File: config.mk
export PLATFORM = sky130hd
export DESIGN_NAME = collision_detector
export DESIGN_NICKNAME = d
export VERILOG_FILES = /design/src/rtl/collision_pkg.sv /design/src/rtl/collision_detector_raster_counter.sv /design/src/rtl/collision_detector.sv
export SDC_FILE = /design/constraint.sdc
export NUM_CORES = 1
export LEC_CHECK = 0
export ABC_CLOCK_PERIOD_IN_PS = 3000
export CORE_MARGIN = 2
export CORE_UTILIZATION = 40
export CTS_CLUSTER_DIAMETER = 40
export CTS_CLUSTER_SIZE = 14
export DETAILED_ROUTE_END_ITERATION = 12
export PLACE_DENSITY = 0.69
export SLEW_MARGIN = 10
export SYNTH_ARGS = -nofsm -noshare
export SYNTH_HDL_FRONTEND = slang
export SYNTH_SLANG_ARGS = --single-unit
File: constraint.sdc
create_clock -name i_Clk -period 3 [get_ports i_Clk]
set_input_delay 0.6 -clock i_Clk [delete_from_list [all_inputs] [get_ports i_Clk]]
set_output_delay 0.6 -clock i_Clk [all_outputs]
set_load 0.01 [all_outputs]
File: src/rtl/collision_pkg.sv
// Shared constants for the collision detector: wall bit positions in the
// hit vector and a counter-width helper.
package collision_pkg;

    localparam int WALL_LEFT   = 0;
    localparam int WALL_RIGHT  = 1;
    localparam int WALL_TOP    = 2;
    localparam int WALL_BOTTOM = 3;
    localparam int WALL_VEC_W  = 4;

    // Never returns zero, so a degenerate 1-pixel raster still gets a 1-bit counter.
    function automatic int cnt_width(input int n);
        return (n > 1) ? $clog2(n) : 1;
    endfunction

endpackage

File: src/rtl/collision_detector_raster_counter.sv
// Column/row position tracker driven by blanking levels and line/frame strobes.
// Both counters saturate at the last visible pixel/line.
module raster_counter
    import collision_pkg::*;
#(
    parameter int H_ACTIVE = 640,
    parameter int V_ACTIVE = 480,
    parameter int COL_W    = cnt_width(H_ACTIVE),
    parameter int ROW_W    = cnt_width(V_ACTIVE)
) (
    input  logic             i_Clk,
    input  logic             i_Rst_N,
    input  logic             i_HBlank,
    input  logic             i_VBlank,
    input  logic             i_HReset,
    input  logic             i_VReset,
    output logic [COL_W-1:0] o_Col,
    output logic [ROW_W-1:0] o_Row
);

    localparam logic [COL_W-1:0] COL_MAX = COL_W'(H_ACTIVE - 1);
    localparam logic [ROW_W-1:0] ROW_MAX = ROW_W'(V_ACTIVE - 1);

    logic [COL_W-1:0] r_col;
    logic [ROW_W-1:0] r_row;
    logic             r_hblank_d;
    logic             w_hblank_rise;

    assign w_hblank_rise = i_HBlank & ~r_hblank_d;

    // Previous-HBlank resets high so blanking held across reset release
    // is not mistaken for a fresh line end.
    always_ff @(posedge i_Clk or negedge i_Rst_N) begin
        if (!i_Rst_N) begin
            r_col      <= '0;
            r_row      <= '0;
            r_hblank_d <= 1'b1;
        end else begin
            r_hblank_d <= i_HBlank;

            if (i_HReset) begin
                r_col <= '0;
            end else if (!i_HBlank && (r_col != COL_MAX)) begin
                r_col <= r_col + COL_W'(1);
            end

            if (i_VReset) begin
                r_row <= '0;
            end else if (w_hblank_rise && !i_VBlank && (r_row != ROW_MAX)) begin
                r_row <= r_row + ROW_W'(1);
            end
        end
    end

    assign o_Col = r_col;
    assign o_Row = r_row;

endmodule

File: src/rtl/collision_detector.sv
// Per-frame ball/wall and ball/object collision detector with results committed on VReset.
// Optional interrupt output enabled by defining COLLISION_DETECTOR_IRQ_EN.
module collision_detector
    import collision_pkg::*;
#(
    parameter int N_OBJ    = 3,
    parameter int H_ACTIVE = 640,
    parameter int V_ACTIVE = 480,
    parameter int WALL_W   = 2
) (
    input  logic                  i_Clk,
    input  logic                  i_Rst_N,
    input  logic [N_OBJ-1:0]      i_Obj_Video,
    input  logic                  i_HBlank,
    input  logic                  i_VBlank,
    input  logic                  i_HReset,
    input  logic                  i_VReset,
    output logic [WALL_VEC_W-1:0] o_Wall_Hit,
    output logic [N_OBJ-2:0]      o_Obj_Hit,
    output logic                  o_Frame_Valid
`ifdef COLLISION_DETECTOR_IRQ_EN
    ,
    output logic                  o_Irq,
    input  logic                  i_Irq_Ack
`endif
);

    localparam int COL_W = cnt_width(H_ACTIVE);
    localparam int ROW_W = cnt_width(V_ACTIVE);

    localparam logic [COL_W-1:0] LEFT_LIM   = COL_W'(WALL_W);
    localparam logic [COL_W-1:0] RIGHT_LIM  = COL_W'(H_ACTIVE - WALL_W);
    localparam logic [ROW_W-1:0] TOP_LIM    = ROW_W'(WALL_W);
    localparam logic [ROW_W-1:0] BOTTOM_LIM = ROW_W'(V_ACTIVE - WALL_W);

    logic [COL_W-1:0]      w_col;
    logic [ROW_W-1:0]      w_row;
    logic                  w_sample;
    logic                  w_ball;
    logic [WALL_VEC_W-1:0] w_wall_set;
    logic [N_OBJ-2:0]      w_obj_set;

    logic [WALL_VEC_W-1:0] r_wall_acc;
    logic [N_OBJ-2:0]      r_obj_acc;
    logic [WALL_VEC_W-1:0] r_wall_hit;
    logic [N_OBJ-2:0]      r_obj_hit;
    logic                  r_frame_valid;

    raster_counter #(
        .H_ACTIVE (H_ACTIVE),
        .V_ACTIVE (V_ACTIVE),
        .COL_W    (COL_W),
        .ROW_W    (ROW_W)
    ) u_raster (
        .i_Clk    (i_Clk),
        .i_Rst_N  (i_Rst_N),
        .i_HBlank (i_HBlank),
        .i_VBlank (i_VBlank),
        .i_HReset (i_HReset),
        .i_VReset (i_VReset),
        .o_Col    (w_col),
        .o_Row    (w_row)
    );

    // The VReset cycle is never sampled: it belongs to neither frame.
    assign w_sample = ~i_HBlank & ~i_VBlank & ~i_VReset;
    assign w_ball   = w_sample & i_Obj_Video[0];

    always_comb begin
        w_wall_set = '0;
        if (w_ball) begin
            w_wall_set[WALL_LEFT]   = (w_col <  LEFT_LIM);
            w_wall_set[WALL_RIGHT]  = (w_col >= RIGHT_LIM);
            w_wall_set[WALL_TOP]    = (w_row <  TOP_LIM);
            w_wall_set[WALL_BOTTOM] = (w_row >= BOTTOM_LIM);
        end
    end

    assign w_obj_set = {(N_OBJ-1){w_ball}} & i_Obj_Video[N_OBJ-1:1];

    always_ff @(posedge i_Clk or negedge i_Rst_N) begin
        if (!i_Rst_N) begin
            r_wall_acc    <= '0;
            r_obj_acc     <= '0;
            r_wall_hit    <= '0;
            r_obj_hit     <= '0;
            r_frame_valid <= 1'b0;
        end else begin
            r_frame_valid <= i_VReset;
            if (i_VReset) begin
                r_wall_hit <= r_wall_acc;
                r_obj_hit  <= r_obj_acc;
                r_wall_acc <= '0;
                r_obj_acc  <= '0;
            end else begin
                r_wall_acc <= r_wall_acc | w_wall_set;
                r_obj_acc  <= r_obj_acc  | w_obj_set;
            end
        end
    end

    assign o_Wall_Hit    = r_wall_hit;
    assign o_Obj_Hit     = r_obj_hit;
    assign o_Frame_Valid = r_frame_valid;

`ifdef COLLISION_DETECTOR_IRQ_EN
    logic r_irq;

    // A commit carrying any hit takes priority over a coincident acknowledge.
    always_ff @(posedge i_Clk or negedge i_Rst_N) begin
        if (!i_Rst_N) begin
            r_irq <= 1'b0;
        end else if (i_VReset && ((|r_wall_acc) || (|r_obj_acc))) begin
            r_irq <= 1'b1;
        end else if (i_Irq_Ack) begin
            r_irq <= 1'b0;
        end
    end

    assign o_Irq = r_irq;
`endif

endmodule

==> results of run 1 <==
## power by group through the flow
stage          sequential (mW)  combinational, mW  clock, mW
2_1_floorplan            0.469             0.0240          0
3_3_place_gp             0.469             0.0585          0
3_5_place_dp             0.469             0.0600          0
4_1_cts                  0.461             0.0603      0.332
5_1_grt                  0.462             0.0652      0.355
6_report                 0.461             0.0587      0.323
## tightest hold or removal path: cells and delay by family, from the launching register on
family           cells  cell delay (ns)
AO/OA/AOI/OAI        1             0.04
flip-flops           1             0.34
AND/OR/NAND/NOR      1             0.07
## worst min-delay path by stage
stage / end
2_1_floorplan: o_Frame_Valid
3_3_place_gp: r_obj_acc[0]
3_5_place_dp: r_obj_acc[1]
4_1_cts: r_obj_acc[1]
5_1_grt: o_Wall_Hit[3]
6_report: r_wall_acc[1]
## kinds of logic after synthesis
logic type / Yosys count / synth area share
fa+ha+maj: 2 / 0.0161
compound gates: 22 / 0.0949
simple gates: 66 / 0.216
buf+inv: 4 / 0.00966
xor+xnor: 12 / 0.0676
flops: 33 / 0.532
mux: 9 / 0.0636
## placed cells by master, fill, tap and decap left out, drive strengths merged, types with 2 or more instances in the layout
| master | instances |
|---|---|
| nor4 | 5 |
| mux2i | 2 |
| nand2 | 7 |
| clkinv | 2 |
| nor2 | 26 |
| nand3 | 5 |
| nand4 | 4 |
| o211ai | 2 |
| ha | 2 |
| a21oi | 6 |
| nand2b | 3 |
| a31oi | 4 |
| clkdlybuf4s50 | 15 |
| a211oi | 2 |
| buf | 4 |
| o21ai | 3 |
| dfrtp | 32 |
| and3 | 3 |
| xnor2 | 8 |
| or3 | 2 |
| clkbuf | 6 |
| mux2 | 7 |
| nor3 | 4 |
| xor2 | 4 |
## per-stage QoR
step                      cells  instance area [sq um]  utilization  hold slack (ns)  setup slack, ns
after floorplan             148                   1560            -            0.304             1.14
after global placement      211                   1780        0.483            0.472            0.608
after detailed placement    211                   1780        0.483            0.483            0.572
after CTS                   219                   1860        0.505            0.500            0.880
after global routing        219                   1860        0.505            0.522            0.752
final                       219                   1860        0.505            0.496            0.879
## registers in the layout (all words and copies together) (netlist names)
signal and flops:
u_raster.o_Col 10, o_Wall_Hit 4, o_Frame_Valid 1, u_raster.o_Row 9
u_raster.r_hblank_d 1, r_obj_acc 2, o_Obj_Hit 2, r_wall_acc 4
## cell usage after synthesis, drive strengths merged (2+ instances only)
cell type  number
a31oi           4
xnor2           8
nor2           26
buf             2
clkbuf          2
o21ai           3
and3            3
nand4           4
dfrtp          32
nand3           5
nor3            4
nand2b          3
mux2            7
o211ai          2
mux2i           2
ha              2
a211oi          2
nor4            5
nand2           7
a21oi           6
xor2            4
or3             2
## cell type report
cell class / instances / area (sq um) / share of cell area
clock buffer: 6 / 72.6 / 0.0390
timing repair buffer: 19 / 180 / 0.0967
clock inverter: 2 / 10.0 / 0.00537
sequential: 33 / 827 / 0.444
tap: 48 / 60.1 / 0.0322
multi-input combinational: 111 / 713 / 0.383
## per-layer routing
metal  share of wire  up-vias  track usage
met2            0.45       35        0.231
met4           0.015        0       0.0612
li1                -      576            -
met3           0.067        6       0.0630
met1            0.47      563        0.202
met5               0        -            0
==> results.tsv, run 1 <==
stage	metric	value	unit
status	status	finished clean	
synthesis	Mapped Cells	148	
finish	Area growth, synth to finish	19.8	%
finish	ratio of cells with drive above 1 in the final layout	0.129	
global_route	largest net degree at the start of global routing	34	
global_route	first-pass GRT wire length	5080	um
synthesis	synth warn	0	
clock_network	buffer type at the clock tree root	clkbuf_8	
placement	RePlAce Congestion	0.960	
critical_path	crit path capture type	register	
min_path	Hold Path Depth	2	
power_and_ir_drop	P_int	0.643	mW
sta	Final min period	2.12	ns
synthesis	Syn Nets	159	
sta	skew final	0.0111	ns
critical_path	crit path from	i_HBlank	
power_and_ir_drop	Sw Share	0.237	
critical_path	Critical Setup Path Class	in -> reg	
critical_path	Startpoint Class	primary input	
synthesis	ys async rst share	1.00	
critical_path	slowest cell delay on critical path	0.52	ns
critical_path	Top delay family on crit path	simple AND/OR/NAND/NOR gates	
clock_network	hold buffer count at CTS	0	
critical_path	CP arrival	2.35	ns
synthesis	Distinct cells, synth	36	
critical_path	WP depth	5	
route	Antenna Nets Post-Route	0	
finish	filler instances	346	
power_and_ir_drop	power density over cell area	452	nW/um^2
clock_network	CTS buffer count	5	
clock_network	Clock Path Buffers	2	
sta	Slew Limit Fails	0	
power_and_ir_drop	Peak VDD IR	220	uV
power_and_ir_drop	Gate power share	0.070	
floorplanning	num ports	16	
critical_path	worst r2r src	u_raster.o_Col[6]	
synthesis	top cell type's share of synthesized area	0.515	
global_route	Tot GR Track Use	0.156	
sta	relative slew slack	0.622	
critical_path	R2R cell count	4	
synthesis	number of flops mapped to enable cells by yosys	0	
critical_path	Worst R2R End	u_raster.o_Col[7]	
placement	IO buf count	15	
clock_network	Worst-path clk slew	0.07	ns
floorplanning	Starting Density	0.422	
finish	Final #Nets	181	
run	Max-cap violations	0	
power_and_ir_drop	clock share of power	0.383	
synthesis	top_reg_cell synth	dfrtp_1	
floorplanning	die area	4400	sq um
clock_network	TritonCTS clock tree	built	
sta	RSZ-0062 raised after global routing	no	
critical_path	Crit Path Max Fanout	3	
sta	worst slew pin tran	0.564	ns
route	via density per instance	5.39	
power_and_ir_drop	leakage power	0.792	nW
power_and_ir_drop	Power Total	0.842	mW
synthesis	synth top area cells	dfrtp_1, nor2_1, mux2_2	
clock_network	Post-CTS Setup Bufs	0	
critical_path	Bufs and invs on worst path	1	
floorplanning	Die Span Y	66.4	um
route	via count	1180	
power_and_ir_drop	Reg power frac	0.547	
global_route	initial antenna violation count	0	
power_and_ir_drop	NetSw	0.200	mW
global_route	vias in the first global route	1142	
synthesis	post-synthesis sequential area ratio	0.532	
critical_path	Cell Chain, Critical Path	clkdlybuf4s50_1 -> or3b_1 -> or3_1 -> a311o_1 -> a21oi_2	
synthesis	area leader, netlist	dfrtp_1	
floorplanning	die width	66.4	um
sta	setup_tns	0	ns
clock_network	post-cts resize count	0	
route	TritonRoute pass-1 iters	4	
critical_path	setup slack, reg-to-reg	1.18	ns
finish	n_diodes	0	
floorplanning	Core Region	3690	sq um
sta	Final Hold Vio Count	0	
clock_network	H-tree level count	2	
floorplanning	# rows	22	
route	Routed WL	2940	um
clock_network	TritonCTS Sinks	33	
synthesis	synthesized flop and latch total	33	
critical_path	Setup crit end	u_raster.o_Row[5]	
route	number of DRC markers in iteration 0	117	
synthesis	Avg Inst Size Synth	10.5	sq um
sta	Final setup violation count	0	
global_route	Congestion Overflow GR	0	
sta	fmax	0.471	GHz
placement	DP HPWL	2090	um
synthesis	Netlist Area Pre-Place	1560	sq um
critical_path	Critical Path RT	3.23	ns
min_path	hold path startpoint	r_wall_acc[1]	
route	routed length per instance	13.4	um
clock_network	clock latency on the worst-skew pair	0.29	ns
route	drc violations	0	
critical_path	Critical-path top delay cell	clkdlybuf4s50_1	
min_path	Hold WC Path Type	reg -> reg	
sta	crit share post-route	0.707	
Power figures use the tool's default switching activity.
==> run 2: changes to the inputs <==
ABC_CLOCK_PERIOD_IN_PS = 2220   (was 3000)
clock period = 2.22 ns   (was 3 ns; I/O delays follow)
==> results.tsv, run 2 (synthesized netlist as in run 1, its figures left out) <==
stage	metric	value	unit	change
power_and_ir_drop	clock share of power	0.485		+0.102
floorplanning	Core Region	3690	sq um	unchanged
clock_network	H-tree level count	2		unchanged
floorplanning	Die Span Y	66.4	um	unchanged
power_and_ir_drop	Power Total	1.38	mW	+63%
sta	worst slew pin tran	0.436	ns	-0.128 ns
finish	Final #Nets	187		+3.3%
sta	setup_tns	0	ns	unchanged
route	TritonRoute pass-1 iters	4		unchanged
sta	RSZ-0062 raised after global routing	no		
sta	crit share post-route	0.885		
global_route	Tot GR Track Use	0.166		+0.0105
placement	Post-DP Area	1830	sq um	+2.5%
route	via count	1240		+5.1%
clock_network	hold buffer count at CTS	0		unchanged
power_and_ir_drop	Sw Share	0.199		-0.0381
critical_path	Crit Path Max Fanout	2		-1
finish	ratio of cells with drive above 1 in the final layout	0.164		+0.0352
floorplanning	Starting Density	0.422		unchanged
power_and_ir_drop	P_int	1.10	mW	+72%
sta	hold slack	0.497	ns	+0.000726 ns
min_path	Hold Path Depth	2		unchanged
critical_path	crit path capture type	register		
finish	n_diodes	0		unchanged
route	drc violations	0		unchanged
power_and_ir_drop	power density over cell area	702	nW/um^2	+55%
clock_network	Worst-path clk slew	0.07	ns	about the same
floorplanning	die width	66.4	um	unchanged
critical_path	slowest cell delay on critical path	0.51	ns	about the same
floorplanning	num ports	16		unchanged
clock_network	Post-CTS Setup Bufs	0		unchanged
global_route	first-pass GRT wire length	5550	um	+9.2%
sta	Final Hold Vio Count	0		unchanged
placement	IO buf count	15		unchanged
clock_network	TritonCTS Sinks	33		unchanged
floorplanning	die area	4400	sq um	unchanged
power_and_ir_drop	Reg power frac	0.453		-0.094
global_route	Congestion Overflow GR	0		unchanged
run	Max-cap violations	0		unchanged
clock_network	buffer type at the clock tree root	clkbuf_8		
global_route	largest net degree at the start of global routing	34		unchanged
route	number of DRC markers in iteration 0	87		-26%
power_and_ir_drop	NetSw	0.274	mW	+37%
status	status	finished clean		
min_path	Hold WC Path Type	reg -> reg		
sta	fmax	0.509	GHz	
route	Routed WL	3120	um	+6.1%
sta	Slew Limit Fails	0		unchanged
placement	RePlAce Congestion	0.941		-2.0%
finish	Area growth, synth to finish	26.0	%	
critical_path	Critical-path top delay cell	clkdlybuf4s50_1		
critical_path	Critical Path RT	2.43	ns	-0.80 ns
clock_network	post-cts resize count	0		unchanged
finish	commonest non-fill, non-tap cell in the layout	dfrtp_1		
global_route	vias in the first global route	1251		+9.5%
clock_network	Clock Path Buffers	2		unchanged
power_and_ir_drop	leakage power	0.844	nW	+6.6%
clock_network	CTS buffer count	5		unchanged
sta	skew final	0.00945	ns	-0.00166 ns
global_route	initial antenna violation count	0		unchanged
finish	Multi-input gate area	713	sq um	unchanged
critical_path	Startpoint Class	primary input		
clock_network	clock latency on the worst-skew pair	0.29	ns	about the same
finish	most frequent cells in the layout	dfrtp_1, nor2_1, clkdlybuf4s50_1		
critical_path	Cell Chain, Critical Path	clkdlybuf4s50_1 -> or3b_1 -> or3_1 -> a311o_1 -> a21oi_2		
power_and_ir_drop	Peak VDD IR	377	uV	+71%
clock_network	TritonCTS clock tree	built		
sta	relative slew slack	0.708		+0.0859
critical_path	R2R cell count	6		+2
power_and_ir_drop	Gate power share	0.063		-0.007
sta	Final min period	1.97	ns	
route	routed length per instance	13.9	um	+3.3%
critical_path	CP arrival	2.18	ns	-0.17 ns
sta	Final setup violation count	0		unchanged
route	Antenna Nets Post-Route	0		unchanged
finish	filler instances	321		-7.2%
finish	max reg flops	10		unchanged
critical_path	Critical Setup Path Class	in -> reg		
finish	final instance area	1960	sq um	+5.2%
floorplanning	# rows	22		unchanged
finish	register area	827	sq um	unchanged
placement	DP HPWL	2210	um	+5.7%
route	via density per instance	5.51		+2.3%
run 2: changes by cell type in the layout (fill, tap and decap cells not counted), sizes merged:
cell / change
buf: +6
bufinv: +2
clkbuf: -1
clkinv: -1
run 2: final timing paths:
check                                   from                  end  slack (ns)
min                            r_wall_acc[1]        r_wall_acc[1]        0.50
max                                 i_HBlank    u_raster.o_Row[5]        0.25
min reg2reg                    r_wall_acc[1]        r_wall_acc[1]        0.50
max reg2reg                u_raster.o_Row[1]    u_raster.o_Row[1]        0.57
max in group asynchronous            i_Rst_N  u_raster.r_hblank_d        1.33
min in group asynchronous            i_Rst_N        r_wall_acc[2]        0.56
run 2: layout make-up:
type	instances	share of cell area
repair buffers	25	0.115
clock inverters	3	0.0332
multi-input cells	111	0.364
well taps	48	0.0307
flip-flops and latches	33	0.422
clock buffers	5	0.0351
run 2: routing by layer:
metal,up-vias,track usage,wire [um]
li1,592,-,-
met2,41,0.258,1470
met3,8,0.0562,168
met4,0,0.0587,57
met5,-,0,0
met1,599,0.216,1430
run 2: stage by stage:
step                      worst slack, ns  utilization  std cells
after floorplan                     0.514            -        148
after detailed placement          -0.0288        0.495        217
final                               0.254        0.531        225
after CTS                           0.260        0.531        225
after global routing                0.193        0.531        225
after global placement             0.0347        0.495        217
run 2: power groups by stage:
stage | Sequential (mW) | Clock (mW) | Combinational, mW
finish | 0.623 | 0.667 | 0.0864
global route | 0.624 | 0.715 | 0.0971
CTS | 0.623 | 0.682 | 0.0882
detailed placement | 0.634 | 0 | 0.0878
global placement | 0.634 | 0 | 0.0856
floorplan | 0.634 | 0 | 0.0325
run 2: worst max-delay path, delay by kind of cell:
family | cells | cell delay, ns
simple gates | 2 | 0.76
buf+inv | 1 | 0.51
compound gates | 2 | 0.47
